--- config.mk ---
export PLATFORM = sky130hd
export DESIGN_NAME = period_meas
export DESIGN_NICKNAME = d
export VERILOG_FILES = /design/src/rtl/period_meas.sv
export SDC_FILE = /design/constraint.sdc
export NUM_CORES = 1
export LEC_CHECK = 0
export ABC_CLOCK_PERIOD_IN_PS = 2900
export CORE_MARGIN = 3
export CORE_UTILIZATION = 56
export DETAILED_ROUTE_END_ITERATION = 16
export GPL_TIMING_DRIVEN = 0
export PLACE_DENSITY = 0.87
export SYNTH_ARGS = -nofsm -noshare
export SYNTH_HDL_FRONTEND = slang
export SYNTH_SLANG_ARGS = --single-unit
--- constraint.sdc ---
create_clock -name clk -period 2.9 [get_ports clk]
set_input_delay 0.725 -clock clk [delete_from_list [all_inputs] [get_ports clk]]
set_output_delay 0.725 -clock clk [all_outputs]
set_load 0.01 [all_outputs]
--- src/rtl/period_meas.sv ---
// rtl/period_meas.sv - single-shot period / high-time measurement of a slow signal in clk cycles
//
// Optional build macro: PERIOD_MEAS_AVG_EN (average over 4 consecutive periods).
//
// Ports:
//   clk        system clock
//   rst        synchronous active-high reset
//   sig_in     asynchronous signal to measure
//   start      single-cycle request to begin a measurement
//   busy       high from the cycle after start is accepted until done or timeout
//   valid      one-cycle pulse, period/high_time updated in the same cycle
//   period     clk cycles between consecutive sig_in rising edges
//   high_time  clk cycles sig_in was high after the first rising edge
//   timeout    one-cycle pulse, measurement abandoned on counter saturation
module period_meas #(
    parameter int WIDTH       = 32,
    parameter int SYNC_STAGES = 2
) (
    input  logic             clk,
    input  logic             rst,
    input  logic             sig_in,
    input  logic             start,
    output logic             busy,
    output logic             valid,
    output logic [WIDTH-1:0] period,
    output logic [WIDTH-1:0] high_time,
    output logic             timeout
);

`ifdef PERIOD_MEAS_AVG_EN
    localparam int CW = WIDTH + 2;
`else
    localparam int CW = WIDTH;
`endif

    localparam logic [CW-1:0]    CNT_MAX = '1;
    localparam logic [CW-1:0]    CNT_ONE = 1;
    localparam logic [WIDTH-1:0] HI_MAX  = '1;
    localparam logic [WIDTH-1:0] HI_ONE  = 1;

    typedef enum logic [1:0] {IDLE, WAIT_EDGE, MEASURE} state_t;

    state_t                 state;
    logic [SYNC_STAGES-1:0] sync;
    logic                   s;
    logic                   s_d;
    logic                   rise;
    logic                   fall;
    logic [CW-1:0]          cnt;
    logic [WIDTH-1:0]       hi_cnt;
    logic                   hi_seen_fall;
    logic                   saturated;
    logic                   last_rise;

    assign s    = sync[SYNC_STAGES-1];
    assign rise = s & ~s_d;
    assign fall = ~s & s_d;

    // A rise in the saturating cycle takes priority, so saturation only counts without one.
    assign saturated = (state != IDLE) && (cnt == CNT_MAX) && !rise;
    // Timeout is flagged in the very cycle the counter sits at all-ones; the FSM leaves
    // on that edge. Gated by rst so an aborted measurement never reports a timeout.
    assign timeout   = saturated && !rst;

`ifdef PERIOD_MEAS_AVG_EN
    logic [1:0] idx;
    assign last_rise = (idx == 2'd3);
`else
    assign last_rise = 1'b1;
`endif

    always_ff @(posedge clk) begin
        if (rst) begin
            sync <= '0;
            s_d  <= 1'b0;
        end else begin
            sync <= {sync[SYNC_STAGES-2:0], sig_in};
            s_d  <= s;
        end
    end

    always_ff @(posedge clk) begin
        if (rst) begin
            state        <= IDLE;
            busy         <= 1'b0;
            valid        <= 1'b0;
            period       <= '0;
            high_time    <= '0;
            cnt          <= '0;
            hi_cnt       <= '0;
            hi_seen_fall <= 1'b0;
`ifdef PERIOD_MEAS_AVG_EN
            idx          <= 2'd0;
`endif
        end else begin
            valid <= 1'b0;
            case (state)
                IDLE: begin
                    // busy is still high in the valid cycle, which blocks a start there.
                    busy <= 1'b0;
                    if (start && !busy) begin
                        state        <= WAIT_EDGE;
                        busy         <= 1'b1;
                        cnt          <= '0;
                        hi_seen_fall <= 1'b0;
                    end
                end
                WAIT_EDGE: begin
                    if (rise) begin
                        cnt          <= CNT_ONE;
                        hi_cnt       <= HI_ONE;
                        hi_seen_fall <= 1'b0;
`ifdef PERIOD_MEAS_AVG_EN
                        idx          <= 2'd0;
`endif
                        state        <= MEASURE;
                    end else if (saturated) begin
                        state <= IDLE;
                        busy  <= 1'b0;
                    end else begin
                        cnt <= cnt + CNT_ONE;
                    end
                end
                MEASURE: begin
                    cnt <= cnt + CNT_ONE;
                    // High time is only taken from the first high phase after the opening rise.
                    if (s && !hi_seen_fall && (hi_cnt != HI_MAX))
                        hi_cnt <= hi_cnt + HI_ONE;
                    if (fall)
                        hi_seen_fall <= 1'b1;
                    if (rise) begin
                        if (last_rise) begin
`ifdef PERIOD_MEAS_AVG_EN
                            period <= cnt[CW-1:2];
`else
                            period <= cnt;
`endif
                            high_time <= hi_cnt;
                            valid     <= 1'b1;
                            state     <= IDLE;
                        end
`ifdef PERIOD_MEAS_AVG_EN
                        else begin
                            idx <= idx + 2'd1;
                        end
`endif
                    end else if (saturated) begin
                        state <= IDLE;
                        busy  <= 1'b0;
                    end
                end
                default: begin
                    state <= IDLE;
                    busy  <= 1'b0;
                end
            endcase
        end
    end

endmodule

After elaboration in Yosys (flattened, before gate mapping)

Index checks and enable logic that the tools add are counted.

Reduce and logical (&&, ||, !) cells: 21
Equal/unequal tests: 11
Mux-type cells: 21
Add/sub/neg operators: 2
Shift-type cells: 0
$lt $le $gt $ge: 0
Bitwise operators: 5
Multipliers: 0
Div/mod/pow operators: 0

Operator list:

| kind                                                                  | count |
|---|---|
| 32-bit 2-to-1 mux                                                     | 5 |
| 32-bit case mux with 3 select lines                                   | 1 |
| 32-bit by 1-bit adder with 32-bit output, second input constant       | 2 |
| 32-bit case mux with 2 select lines                                   | 1 |
| 32-bit equality test, second input constant                           | 1 |
| 32-bit != test, second input constant                                 | 1 |
| 2-bit != test, second input constant                                  | 5 |
| 2-bit 2-to-1 mux                                                      | 4 |
| 1-bit 2-to-1 mux                                                      | 7 |
| 1-bit logical AND                                                     | 6 |
| 2-bit case mux with 3 select lines                                    | 1 |
| 3-bit AND reduction                                                   | 2 |
| 1-bit logical NOT                                                     | 4 |
| 2-bit AND reduction                                                   | 2 |
| 4-bit AND reduction                                                   | 1 |
| 2-bit nonzero test                                                    | 2 |
| 2-bit OR reduction                                                    | 2 |
| 3-bit != test, second input constant                                  | 1 |
| 1-bit inverter                                                        | 3 |
| 1-bit case mux with 3 select lines                                    | 1 |
| 3-bit nonzero test                                                    | 1 |
| 1-bit bitwise AND                                                     | 2 |
| 2-bit by 1-bit equality test with 1-bit output, second input constant | 1 |
| 2-bit equality test, second input constant                            | 1 |
| 3 further kinds                                                       | 3 |

Input port bits: 4
Bits in latches: 0
Output and inout port bits: 67
Word-level logic and storage cells: 70
Register bits after elaboration: 136
Bits in writable memories: 0
Memories kept: 0
Memory bits (read-only): 0

Longest topological paths before layout

Gate-level depths: netlist of the first run.

Depth after elaboration: 7
Mapped depth: 10
Depth with buffers taken out: 8

Least setup slack after synthesis of the first run

Ideal clock, no wire load.

Kind: register to output
Start: reg cnt[0]
End: out timeout
Slack: 673 ps
Arrival time: 1,502 ps
Stages on the path, launching flop included: 6
Path buffers: 0
Cell sequence: dfxtp_1 ha_1 nand3_2 nor4_1 and2_1 and3_1

Longest elaborated chain between the ends: 4

Ends and longest elaborated chain:

| item                           | RTL line | text |
|---|---|---|
| start: declaration             | 49       | `logic [CW-1:0] cnt;` |
| start signal: assignment       | 121      | `cnt <= cnt + CNT_ONE;` |
| start signal: assignment       | 125      | `cnt <= cnt + CNT_ONE;` |
| 32-bit equality test           | 60       | `assign saturated = (state != IDLE) && (cnt == CNT_MAX) && !rise;` |
| 1-bit logical AND (2 in a row) | 60       |  |
| 1-bit logical AND              | 63       | `assign timeout = saturated && !rst;` |
| end: declaration               | 27       | `output logic timeout` |

Every way passes these cells.

Final worst setup path of the first run

Start: reg cnt[1]
End: out timeout

Same word-level chain as after synthesis.

==> results of run 1 <==
kinds of logic (layout without fill, tap and decap cells):
kind of cell               Yosys count  in the layout
and+or+nand+nor                    380            380
AOI/OAI and AO/OA                  178            178
DFF                                136            136
buffers and inverters               51            154
xor gates and xnor gates            17             17
adders and majority gates            6              6
muxes                                5              5
worst paths after layout:
kind / startpoint / to / cells after the start
max: cnt[1] / timeout / 6
max reg2reg: state[1] / cnt[15] / 10
min: high_time[16] / high_time[16] / 2
min reg2reg: high_time[16] / high_time[16] / 2
repair_timing:
action                     4_1_cts  5_1_grt
buffers inserted                 2        4
setup endpoints to repair        1        1
hold endpoints to repair         0        0
resized for setup               23        7
pin swaps                        2        2
cell type report:
cell class	instances	area, um2
Fill cell	823	2810
Clock buffer	26	508
Tap cell	136	170
Multi-Input combinational cell	586	3340
Clock inverter	3	15.0
Sequential cell	136	2740
Buffer	40	190
Timing Repair Buffer	76	741
Inverter	9	37.5
per-layer routing:
layer  vias up  GRT usage [%]
met2       358           47.6
met3        66           8.91
met1      2889           36.3
li1       2929              -
met5         -              0
met4         0           11.7
cells in the final DEF, fill, tap and decap left out, types with 5 or more instances in the layout:
cell type,n
clkbuf_8,9
nor3_1,12
a31oi_1,7
dfxtp_2,13
clkdlybuf4s50_1,69
nor2_1,53
buf_1,7
and2_1,10
buf_4,7
o21ai_0,28
a21oi_1,102
inv_1,8
nand4_1,22
xor2_1,14
nand2_1,168
or3_1,24
clkbuf_1,27
and3_1,14
o211ai_1,10
dfxtp_1,122
clkbuf_16,16
nand3_1,23
ha_1,5
nor2b_1,5
nand3_2,5
flip-flops by register name, summed over array words and instances (netlist names):
register,cells
cnt,32
state,2
valid,1
hi_seen_fall,1
sync,2
high_time,32
busy,1
s_d,1
period,32
hi_cnt,32
cell usage after synthesis (3+ instances only):
| cell | count | area share (%) |
|---|---|---|
| a21oi_1 | 102 | 8.2 |
| a31oi_1 | 7 | 0.70 |
| a32o_1 | 4 | 0.64 |
| a41oi_1 | 3 | 0.42 |
| and2_1 | 11 | 1.1 |
| and3_1 | 14 | 1.4 |
| and4_1 | 3 | 0.42 |
| buf_1 | 7 | 0.42 |
| buf_2 | 4 | 0.32 |
| clkbuf_1 | 26 | 1.6 |
| dfxtp_1 | 136 | 44 |
| ha_1 | 6 | 1.2 |
| inv_1 | 9 | 0.54 |
| mux2i_1 | 4 | 0.64 |
| nand2_1 | 168 | 10 |
| nand3_1 | 24 | 1.9 |
| nand3_2 | 5 | 0.80 |
| nand3b_1 | 3 | 0.36 |
| nand4_1 | 22 | 2.2 |
| nand4_2 | 3 | 0.60 |
| nand4b_1 | 3 | 0.42 |
| nor2_1 | 53 | 3.2 |
| nor2b_1 | 5 | 0.50 |
| nor3_1 | 12 | 0.96 |
| nor4_1 | 3 | 0.30 |
| o211ai_1 | 10 | 1.2 |
| o21ai_0 | 28 | 2.3 |
| o21ai_1 | 3 | 0.24 |
| o31ai_1 | 3 | 0.36 |
| or3_1 | 24 | 2.4 |
| or4_1 | 3 | 0.36 |
| xnor2_1 | 3 | 0.42 |
| xor2_1 | 14 | 2.0 |
worst max-delay path, delay by kind of cell (launching register included):
family / cells / cell delay (ns)
buf+inv: 1 / 0.14
simple gates: 4 / 0.84
flops: 1 / 0.40
fa+ha+maj: 1 / 0.18
per-stage QoR:
step	power, mW	cells
global placement	2.17	979
detailed placement	2.18	979
CTS	4.08	1008
floorplan	2.10	773
finish	4.08	1012
global route	4.20	1012
where the power goes:
part | internal [mW] | switching (mW)
combinational | 0.0811 | 0.193
sequential | 1.88 | 0.00872
clock | 1.17 | 0.749
==> impl_metrics.env, run 1 <==
export IMPL_hold_class="flop to flop"
export IMPL_cp_arrival_ns=2.10
export IMPL_rsz0062_at_grt="false"
export IMPL_core_um2=10600
export IMPL_cts_tree="done"
export IMPL_finalSetupTns_ns=0
export IMPL_clockRootBuffer="clkbuf_8"
export IMPL_endpoint_kind="output pin"
export IMPL_final_cell_area_um2=7750
export IMPL_initial_core_util_pct=59.0
export IMPL_synth_compound_area_share_pct=17.0
export IMPL_drive_gt1_share_pct=10.4
export IMPL_crit_type="flop to output pin"
export IMPL_utilization_pct=73.4
export IMPL_post_drt_wl_per_cell_um=18.0
export IMPL_first_global_vias=6102
export IMPL_routed_wl_um=18200
export IMPL_wl_met1_um=7420
export IMPL_placed_area_um2=7100
export IMPL_highest_layer="met4"
export IMPL_slowest_delay_ns=0.40
export IMPL_yosys_area_share_simple_pct=31.2
export IMPL_dp_slack_ns=-0.639
export IMPL_met3_length_um=1730
export IMPL_setup_slack_ns=0.0724
export IMPL_hold_slack_ns=0.451
export IMPL_synth_main_ff_cell="dfxtp_1"
export IMPL_fin_crit_sh_pct=97.5
export IMPL_synth_async_reset_ratio_pct=0
export IMPL_crit_chain="ha_4, nand3_4, nor4_4, and2_4, and3_1, clkbuf_2"
export IMPL_synth_avg_cell_area_um2=8.06
export IMPL_viasPerCell=6.17
export IMPL_ys_types=70
export IMPL_die_x_um=111
export IMPL_cp_required_ns=2.17
export IMPL_hold_buffers=0
export IMPL_portBuffers=70
export IMPL_drt_pass1_iter_count=5
export IMPL_power_per_cell_area_nw_per_um2=526
export IMPL_htreeDepth=4
export IMPL_final_nets=876
export IMPL_slew_violations=0
export IMPL_num_vias=6242
export IMPL_area_growth_pct=24.4
export IMPL_synth_xor_area_share_pct=2.39
export IMPL_clockBufferDepth=2
export IMPL_fmax_mhz=354
export IMPL_setup_viol=0
export IMPL_grt_remaining_overflow=0
export IMPL_synth_edf_count=0
export IMPL_grt_pass1_wl_um=29800
export IMPL_fin_worst_skew_ns=0.00690
export IMPL_ant_nets=0
export IMPL_synthAdderAreaFrac_pct=1.21
export IMPL_antenna_found_initial=0
export IMPL_die_h_um=111
export IMPL_worstSetupStartpointType="flop"
export IMPL_clock_latency_ns=0.54
export IMPL_hold_viol_final=0
export IMPL_syn_nets=783
export IMPL_cts_sinks=136
export IMPL_die_area_um2=12400
export IMPL_ir_worst_vdd_mv=0.349
export IMPL_cap_viol_max_count=0
export IMPL_track_usage_pct=29.2
export IMPL_synth_mux_area_share_pct=0.824
export IMPL_synthCells=773
export IMPL_maxSlewHeadroom_pct=45.6
export IMPL_status="completed"
export IMPL_leakage_nw=2.63
export IMPL_synth_seq_cells=136
export IMPL_synth_top_family_by_area="simple AND/OR/NAND/NOR gates"
export IMPL_drc_errors=0
export IMPL_wl_met2_um=8560
export IMPL_dp_hpwl_um=12200
export IMPL_yosysWarningCount=0
export IMPL_grt_max_degree=17
export IMPL_path_clk_slew_ns=0.06
export IMPL_io_pins=71
export IMPL_diodes=0
export IMPL_gp_congestion=0.964
export IMPL_final_min_clock_period_ns=2.83
export IMPL_seq_area_frac_synth_pct=43.7
export IMPL_crit_slowest_cell="dfxtp_2"
export IMPL_tightest_slew_ns=0.816
export IMPL_cp_max_fo=5
export IMPL_drt_iter0_drc=691
export IMPL_r2r_slack_ns=0.28
export IMPL_numCtsBuffers=17
export IMPL_row_count=37
export IMPL_syn_area_um2=6230
No activity file was read; power rests on OpenSTA's default activity.
==> run 2: changes to the inputs <==
HOLD_SLACK_MARGIN = 0.1   (was unset)
==> results of run 2 <==
Final layout, timing and power as in run 1 (identical DEF).
